[config.mk]
export PLATFORM = sky130hd
export DESIGN_NAME = uart_result_sequencer
export DESIGN_NICKNAME = d
export VERILOG_FILES = /design/src/rtl/sad_pkg.sv /design/src/rtl/bin_to_dec3.sv /design/src/rtl/uart_result_sequencer.sv
export SDC_FILE = /design/constraint.sdc
export NUM_CORES = 1
export LEC_CHECK = 0
export ABC_AREA = 1
export CORE_UTILIZATION = 55
export CTS_CLUSTER_DIAMETER = 40
export CTS_CLUSTER_SIZE = 20
export DETAILED_ROUTE_END_ITERATION = 10
export PLACE_DENSITY = 0.78
export SYNTH_ARGS = -nofsm -noshare
export SYNTH_HDL_FRONTEND = slang
export SYNTH_SLANG_ARGS = --single-unit
export TNS_END_PERCENT = 5
[constraint.sdc]
create_clock -name clock -period 3.83 [get_ports clock]
set_input_delay 0.5745 -clock clock [delete_from_list [all_inputs] [get_ports clock]]
set_output_delay 0.5745 -clock clock [all_outputs]
set_load 0.02 [all_outputs]
[src/rtl/sad_pkg.sv]
// Shared definitions for the SAD matcher: result encoding, ASCII bytes,
// sequencer state enum and the result-message byte selector.
package sad_pkg;

  localparam logic [1:0] RES_OFF       = 2'd0;
  localparam logic [1:0] RES_MATCH     = 2'd1;
  localparam logic [1:0] RES_NOT_MATCH = 2'd2;

  localparam logic [7:0] ASCII_M = 8'h4D;
  localparam logic [7:0] ASCII_N = 8'h4E;
  localparam logic [7:0] ASCII_0 = 8'h30;

  typedef enum logic [2:0] {
    ST_IDLE, ST_CONV_H, ST_CONV_T, ST_SEND, ST_DONE, ST_RELEASE
  } seq_state_e;

  // MATCH: 'M' h t o TERM; NOT_MATCH: 'N' TERM
  function automatic logic [7:0] msg_byte(input logic [1:0] code, input logic [2:0] idx,
                                          input logic [3:0] hund, input logic [3:0] tens,
                                          input logic [3:0] ones, input logic [7:0] term);
    logic [7:0] b;
    b = term;
    if (code == RES_MATCH) begin
      case (idx)
        3'd0:    b = ASCII_M;
        3'd1:    b = ASCII_0 + {4'd0, hund};
        3'd2:    b = ASCII_0 + {4'd0, tens};
        3'd3:    b = ASCII_0 + {4'd0, ones};
        default: b = term;
      endcase
    end else if (idx == 3'd0) begin
      b = ASCII_N;
    end
    return b;
  endfunction

endpackage

[src/rtl/bin_to_dec3.sv]
// Sequential binary-to-3-digit decimal converter using repeated subtraction:
// one cycle per hundred, one per ten, plus one phase-exit cycle each.
module bin_to_dec3 #(
  parameter int ROW_W = 9
) (
  input  logic             clock,
  input  logic             reset,
  input  logic             start,
  input  logic [ROW_W-1:0] value,
  output logic             hund_done,
  output logic             done,
  output logic [3:0]       hund,
  output logic [3:0]       tens,
  output logic [3:0]       ones
);

  typedef enum logic [1:0] {PH_IDLE, PH_HUND, PH_TENS} conv_phase_e;

  localparam logic [ROW_W-1:0] C100 = ROW_W'(100);
  localparam logic [ROW_W-1:0] C10  = ROW_W'(10);

  conv_phase_e      phase_q, phase_d;
  logic [ROW_W-1:0] rem_q, rem_d;
  logic [3:0]       hund_q, hund_d, tens_q, tens_d, ones_q, ones_d;

  always_comb begin
    phase_d = phase_q;
    rem_d   = rem_q;
    hund_d  = hund_q;
    tens_d  = tens_q;
    ones_d  = ones_q;
    case (phase_q)
      PH_IDLE: if (start) begin
        rem_d   = value;
        hund_d  = 4'd0;
        tens_d  = 4'd0;
        ones_d  = 4'd0;
        phase_d = PH_HUND;
      end
      PH_HUND: if (rem_q >= C100) begin
        rem_d  = rem_q - C100;
        hund_d = hund_q + 4'd1;
      end else begin
        phase_d = PH_TENS;
      end
      PH_TENS: if (rem_q >= C10) begin
        rem_d  = rem_q - C10;
        tens_d = tens_q + 4'd1;
      end else begin
        ones_d  = rem_q[3:0];
        phase_d = PH_IDLE;
      end
      default: phase_d = PH_IDLE;
    endcase
  end

  always_ff @(posedge clock) begin
    if (reset) begin
      phase_q <= PH_IDLE;
      rem_q   <= '0;
      hund_q  <= 4'd0;
      tens_q  <= 4'd0;
      ones_q  <= 4'd0;
    end else begin
      phase_q <= phase_d;
      rem_q   <= rem_d;
      hund_q  <= hund_d;
      tens_q  <= tens_d;
      ones_q  <= ones_d;
    end
  end

  assign hund_done = (phase_q == PH_HUND) && (rem_q < C100);
  assign done      = (phase_q == PH_TENS) && (rem_q < C10);
  assign hund      = hund_q;
  assign tens      = tens_q;
  assign ones      = ones_q;

endmodule

[src/rtl/uart_result_sequencer.sv]
// Formats the SAD match result as an ASCII message and streams it to the
// UART byte transmitter, then pulses send_complete back to the control unit.
module uart_result_sequencer
  import sad_pkg::*;
#(
  parameter int         ROW_W     = 9,
  parameter logic [7:0] TERM_CHAR = 8'h0A
) (
  input  logic             clock,
  input  logic             reset,
  input  logic [1:0]       result_code,
  input  logic [ROW_W-1:0] match_row,
  output logic [7:0]       tx_data,
  output logic             tx_valid,
  input  logic             tx_ready,
  output logic             send_complete,
  output logic             busy
);

  seq_state_e state_q, state_d;
  logic [1:0] code_q, code_d;
  logic [2:0] idx_q, idx_d, idx_nxt, last_idx;
  logic [7:0] tx_data_q, tx_data_d;
  logic       tx_valid_q, tx_valid_d;
  logic       send_complete_q, send_complete_d;
  logic       busy_q, busy_d;

  logic       conv_start, conv_hund_done, conv_done;
  logic [3:0] hund, tens, ones;

  assign conv_start = (state_q == ST_IDLE) && (result_code == RES_MATCH);

  bin_to_dec3 #(.ROW_W(ROW_W)) u_conv (
    .clock     (clock),
    .reset     (reset),
    .start     (conv_start),
    .value     (match_row),
    .hund_done (conv_hund_done),
    .done      (conv_done),
    .hund      (hund),
    .tens      (tens),
    .ones      (ones)
  );

  assign last_idx = (code_q == RES_MATCH) ? 3'd4 : 3'd1;
  assign idx_nxt  = idx_q + 3'd1;

  always_comb begin
    state_d         = state_q;
    code_d          = code_q;
    idx_d           = idx_q;
    tx_data_d       = tx_data_q;
    tx_valid_d      = tx_valid_q;
    send_complete_d = 1'b0;
    case (state_q)
      ST_IDLE: begin
        if (result_code == RES_MATCH) begin
          code_d  = RES_MATCH;
          state_d = ST_CONV_H;
        end else if (result_code == RES_NOT_MATCH) begin
          // No digits to compute: first byte is ready immediately
          code_d     = RES_NOT_MATCH;
          state_d    = ST_SEND;
          idx_d      = 3'd0;
          tx_valid_d = 1'b1;
          tx_data_d  = ASCII_N;
        end
      end
      ST_CONV_H: if (conv_hund_done) state_d = ST_CONV_T;
      ST_CONV_T: if (conv_done) begin
        state_d    = ST_SEND;
        idx_d      = 3'd0;
        tx_valid_d = 1'b1;
        tx_data_d  = ASCII_M;
      end
      ST_SEND: if (tx_valid_q && tx_ready) begin
        if (idx_q == last_idx) begin
          state_d         = ST_DONE;
          tx_valid_d      = 1'b0;
          send_complete_d = 1'b1;
        end else begin
          idx_d     = idx_nxt;
          tx_data_d = msg_byte(code_q, idx_nxt, hund, tens, ones, TERM_CHAR);
        end
      end
      ST_DONE: state_d = ST_RELEASE;
      // Control unit holds its code one cycle past the pulse; wait it out
      ST_RELEASE: if (result_code != RES_MATCH && result_code != RES_NOT_MATCH)
        state_d = ST_IDLE;
      default: state_d = ST_IDLE;
    endcase
    busy_d = (state_d != ST_IDLE);
  end

  always_ff @(posedge clock) begin
    if (reset) begin
      state_q         <= ST_IDLE;
      code_q          <= RES_OFF;
      idx_q           <= 3'd0;
      tx_data_q       <= 8'h00;
      tx_valid_q      <= 1'b0;
      send_complete_q <= 1'b0;
      busy_q          <= 1'b0;
    end else begin
      state_q         <= state_d;
      code_q          <= code_d;
      idx_q           <= idx_d;
      tx_data_q       <= tx_data_d;
      tx_valid_q      <= tx_valid_d;
      send_complete_q <= send_complete_d;
      busy_q          <= busy_d;
    end
  end

  assign tx_data       = tx_data_q;
  assign tx_valid      = tx_valid_q;
  assign send_complete = send_complete_q;
  assign busy          = busy_q;

endmodule

== Word level (Yosys, flattened, before mapping) ==
Index checks and enable logic that the tools add are counted.

* Flip-flop bits (word level): 42
* Output and inout bits: 11
* Logic and storage cells: 124

* Add/sub/neg operators: 8
* $lt $le $gt $ge: 4
* Equal/unequal tests: 27
* Multiplexer cells: 48
* Bitwise logic cells: 2
* Reduce and logical (&&, ||, !) cells: 23

{| class="wikitable"
|+ Operators by type and width
! kind !! count
|-
| 8-bit 2-to-1 mux || 6
|-
| 3-bit 2-to-1 mux || 13
|-
| 7-bit one-hot mux with 4 select lines || 1
|-
| 9-bit 2-to-1 mux || 3
|-
| 9-bit one-hot mux with 3 select lines || 1
|-
| 4-bit one-hot mux with 2 select lines || 3
|-
| 8-bit one-hot mux with 3 select lines || 1
|-
| 6-bit by 4-bit adder with 7-bit output, first input constant || 3
|-
| 2-bit inequality test, second input constant || 9
|-
| 3-bit one-hot mux with 6 select lines || 1
|-
| 4-bit 2-to-1 mux || 4
|-
| 3-bit by 2-bit == test with 1-bit output, second input constant || 4
|-
| 3-bit AND reduction || 4
|-
| 6-bit AND reduction || 2
|-
| 2-bit 2-to-1 mux || 5
|-
| 9-bit by 4-bit >= comparator with 1-bit output, second input constant || 1
|-
| 9-bit by 7-bit >= comparator with 1-bit output, second input constant || 1
|-
| 9-bit by 4-bit < comparator with 1-bit output, second input constant || 1
|-
| 9-bit by 7-bit < comparator with 1-bit output, second input constant || 1
|-
| 3-bit one-hot mux with 3 select lines || 1
|-
| 3-bit nonzero test || 3
|-
| 9-bit by 4-bit subtractor with 9-bit output, second input constant || 1
|-
| 9-bit by 7-bit subtractor with 9-bit output, second input constant || 1
|-
| 4-bit by 1-bit adder with 4-bit output, second input constant || 2
|-
| 19 further kinds || 40
|}

== Longest topological paths before layout ==
* Word-level depth: 7
* Gate-level depth with buffers: 13

== Modules after synthesis ==
Synthesis repeated with hierarchy kept, for this count alone.

* Cell total of the unflattened synthesis: 445
* Area, all modules: 2874.0 µm²

{| class="wikitable"
|+ By module, submodules not included
! module !! times used !! cells an instance !! area an instance (µm²) !! seq. area each (µm²)
|-
| bin_to_dec3 || 1 || 246 || 1679.1 || 460.4
|-
| uart_result_sequencer || 1 || 199 || 1194.9 || 340.3
|}

== Least setup slack after synthesis ==
Ideal clock, no wire load.

* Path kind: register to register
* From: register idx_q[0]
* To: register tx_data_q[0] (netlist: tx_data[0])
* Library setup time: 113 ps
* Data arrival time: 1519 ps
* Path slack: 2198 ps
* Cell stages (with the launch flop): 14
* Clock period less this slack: 1632 ps
* Cell sequence: dfxtp_1 > ha_1 > ha_1 > inv_1 > nand2_1 > nand2_1 > nor2_1 > nand2_1 > nand2_1 > nor2_1 > nor2_1 > nand2_1 > nand2_1 > nor2_1

* Longest elaborated chain between the ends: 7

{| class="wikitable"
|+ Ends and longest elaborated chain
! item !! RTL line !! source
|-
| from (decl) || uart_result_sequencer.sv:22 || <nowiki>logic [2:0] idx_q, idx_d, idx_nxt, last_idx;</nowiki>
|-
| from (signal assigned) || uart_result_sequencer.sv:107 || <nowiki>idx_q <= idx_d;</nowiki>
|-
| 3-bit by 1-bit adder with 3-bit output || uart_result_sequencer.sv:46 || <nowiki>assign idx_nxt = idx_q + 3'd1;</nowiki>
|-
| 3-bit by 2-bit == test with 1-bit output, or another cell as far along || sad_pkg.sv:24 || <nowiki>case (idx)</nowiki>
|-
| 7-bit one-hot mux with 4 select lines || sad_pkg.sv:24 ||
|-
| 8-bit 2-to-1 mux || sad_pkg.sv:23 || <nowiki>if (code == RES_MATCH) begin</nowiki>
|-
| 8-bit 2-to-1 mux || uart_result_sequencer.sv:77 || <nowiki>if (idx_q == last_idx) begin</nowiki>
|-
| 8-bit 2-to-1 mux || uart_result_sequencer.sv:76 || <nowiki>ST_SEND: if (tx_valid_q && tx_ready) begin</nowiki>
|-
| 8-bit one-hot mux with 3 select lines || uart_result_sequencer.sv:55 || <nowiki>case (state_q)</nowiki>
|-
| to (signal assigned) || uart_result_sequencer.sv:108 || <nowiki>tx_data_q <= tx_data_d;</nowiki>
|-
| to (decl) || uart_result_sequencer.sv:23 || <nowiki>logic [7:0] tx_data_q, tx_data_d;</nowiki>
|}

Several ways; a longest one is shown, not always the timed one. The select of a mux whose other input is x is not followed.
A chain may end at the register's enable or synchronous reset.

==> metrics.yaml <==
combPwrFrac_pct: 58.1
cp-start-kind: "primary input"
antenna_cells: 0
seq_area_frac_synth_pct: 28.5
dr.pass1.iters: 5
grt_pass1_wl_microns: 11000
core-area_sq_um: 4820
skew_ns: 0.00844
cts_buffer_depth: 2
yosys_warnings: 0
yosysTopAreaCell: "dfxtp_1"
row_count: 25
fin_area_sq_um: 3190
p_int_uw: 1290
grt_pass1_vias: 2590
fin_setup_tns_ns: 0
ys_types: 35
via_per_inst: 5.13
clock-sinks: 40
tightest_slew_ns: 0.765
syn_to_final_growth_pct: 13.5
finalWeightedCongestion: 0.914
grtUsageTotal_pct: 25.8
clk_latency_ns: 0.30
cts_buffers: 5
power_density_nw_per_um2: 805
cts_max_level: 2
netlist.area_leader.share_pct: 28.5
required_ns: 4.06
holdWs_ns: 0.479
cap_violations: 0
wire_per_inst_microns: 11.9
die_x_microns: 73.5
fp.dieArea_sq_um: 5400
yosysMostFrequentCell: "nand2_1"
cts_root_buf: "clkbuf_8"
syn_area_sq_um: 2810
pwr-share-clk_pct: 14.5
synthCells: 453
routed_wl_microns: 6440
cp_max_fo: 23
fin_nets: 505
multiInputGateArea_sq_um: 1740
hp-class: "reg2reg"
antenna_left: 0
criticalPathCategory: "in2reg"
ff_latch_area_sq_um: 801
routed-via-count: 2775
grt_setup_unrepaired: "false"
p_seq_share_pct: 27.4
switching_share_pct: 49.7
max_stage_delay_ns: 0.72
end_kind: "register"
p_switching_uw: 1280
drt_iter0_drc: 180
cts_tree: "built"
hold_viol_final: 0
pre_cts_ws_ns: 1.36
finalSetupViolations: 0
path_clk_slew_ns: 0.08
period_share_pct: 57.2
post_cts_resized: 0
cp.arrival_ns: 2.42
yosys-top-cells-count: "nand2_1 (135), nor2_1 (78), inv_1 (50)"
drive_above_1_share_pct: 8.86
vdd_ir_drop_max_uv: 515
fmax_ghz: 0.456
cts-hold-fix-buffers: 0
netlist_top_cells_area: "dfxtp_1 (28%), nand2_1 (18%), nor2_1 (10%)"
nFillCells: 462
postCtsSetupBuffers: 0
grt_max_degree: 24
fin_ws_ns: 1.64
dieHeight_microns: 73.5
outcome: "finished clean"
dp_hpwl_microns: 4900
synthArstFlopShare_pct: 0
antenna_found_initial: 0
slew_viol_final: 0
synth-edff-count: 0
boundaryPins: 25
synthFlopType: "dfxtp_1"
grt.overflow.total: 0
cp_cell_sequence: "clkdlybuf4s50_1, inv_1, o21ai_0, nand3_1"
place_area_sq_um: 3070
syn_nets: 485
p_leak_uw: 0.00149
initial_core_util_pct: 58.4
postSynthAreaPerCell_sq_um: 6.21
cp_slowest_cell: "inv_1"
yosys_register_bits: 40
port_buffers: 23
drc: 0
max_slew_margin_pct: 48.9
finalCriticalPeriod_ns: 2.19
-- final cells by class --
cell class | instances | share of cell area (%)
Clock inverter | 2 | 1.21
Tap cell | 67 | 2.63
Timing Repair Buffer | 23 | 7.21
Clock buffer | 6 | 2.59
Inverter | 56 | 6.66
Sequential cell | 40 | 25.1
Multi-Input combinational cell | 347 | 54.6
-- routing by layer --
metal  up-vias  GRT usage (%)  share of wire [%]
met4         0           8.55                1.4
li1       1446              -                  -
met3        13           3.84                3.8
met5         -              0                  0
met1      1253           35.0                 50
met2        63           41.9                 45
-- placed cells by master (no fill, tap or decap), types with 4 or more instances in the layout --
cell	Yosys	final
clkbuf_8	0	6
dfxtp_1	40	40
or2_2	5	5
inv_2	5	5
clkdlybuf4s50_1	0	23
nor2_4	6	6
nand2_1	135	135
nand4_1	6	6
nor2_1	78	78
nand3_1	36	36
a21oi_1	21	21
o21ai_0	12	12
inv_1	50	50
ha_1	18	18
nand2_2	6	6
nor2_2	4	4
-- power groups by stage --
stage / logic, uW / registers [uW] / clock network (uW)
final: 1490 / 705 / 372
after detailed placement: 1470 / 709 / 0
after global routing: 1700 / 723 / 394
after floorplan: 1130 / 712 / 0
after CTS: 1480 / 701 / 381
after global placement: 1430 / 708 / 0
-- state kept, by name (all words and copies together), names as in the netlist --
name / flops
busy: 1
code_q: 2
u_conv.tens: 4
tx_valid: 1
u_conv.ones: 4
u_conv.phase_q: 2
idx_q: 3
state_q: 3
tx_data: 6
u_conv.hund: 4
u_conv.rem_q: 9
send_complete: 1
-- metrics by stage --
stage | total power [uW] | util [%] | instances
after floorplan | 1850 | - | 453
after global routing | 2810 | 66.3 | 541
after detailed placement | 2180 | 63.8 | 533
after CTS | 2560 | 66.3 | 541
after global placement | 2140 | 63.8 | 533
final | 2570 | 66.3 | 541
-- cell families after synthesis --
logic type,Yosys count,synth area share [%]
muxes,1,0.356
adders and majority gates,18,8.01
DFF,40,28.5
other,1,0.133
and+or+nand+nor,286,45.3
AOI/OAI and AO/OA,37,6.94
buffers and inverters,66,9.52
xor gates and xnor gates,4,1.25
-- final timing paths --
check                                      from               to  slack, ns  cells past startpoint
worst max-delay path                      reset             busy       1.64                      4
worst min-delay path             u_conv.ones[2]   u_conv.ones[2]       0.48                      2
worst max register to register  u_conv.rem_q[2]  u_conv.rem_q[2]       1.79                     13
worst min register to register   u_conv.ones[2]   u_conv.ones[2]       0.48                      2
-- critical path: cells and delay by family --
family	cells	cell delay [ns]
buffers and inverters	2	1.42
and+or+nand+nor	1	0.15
AOI/OAI and AO/OA	1	0.27
(Power assumes the default switching activity.)
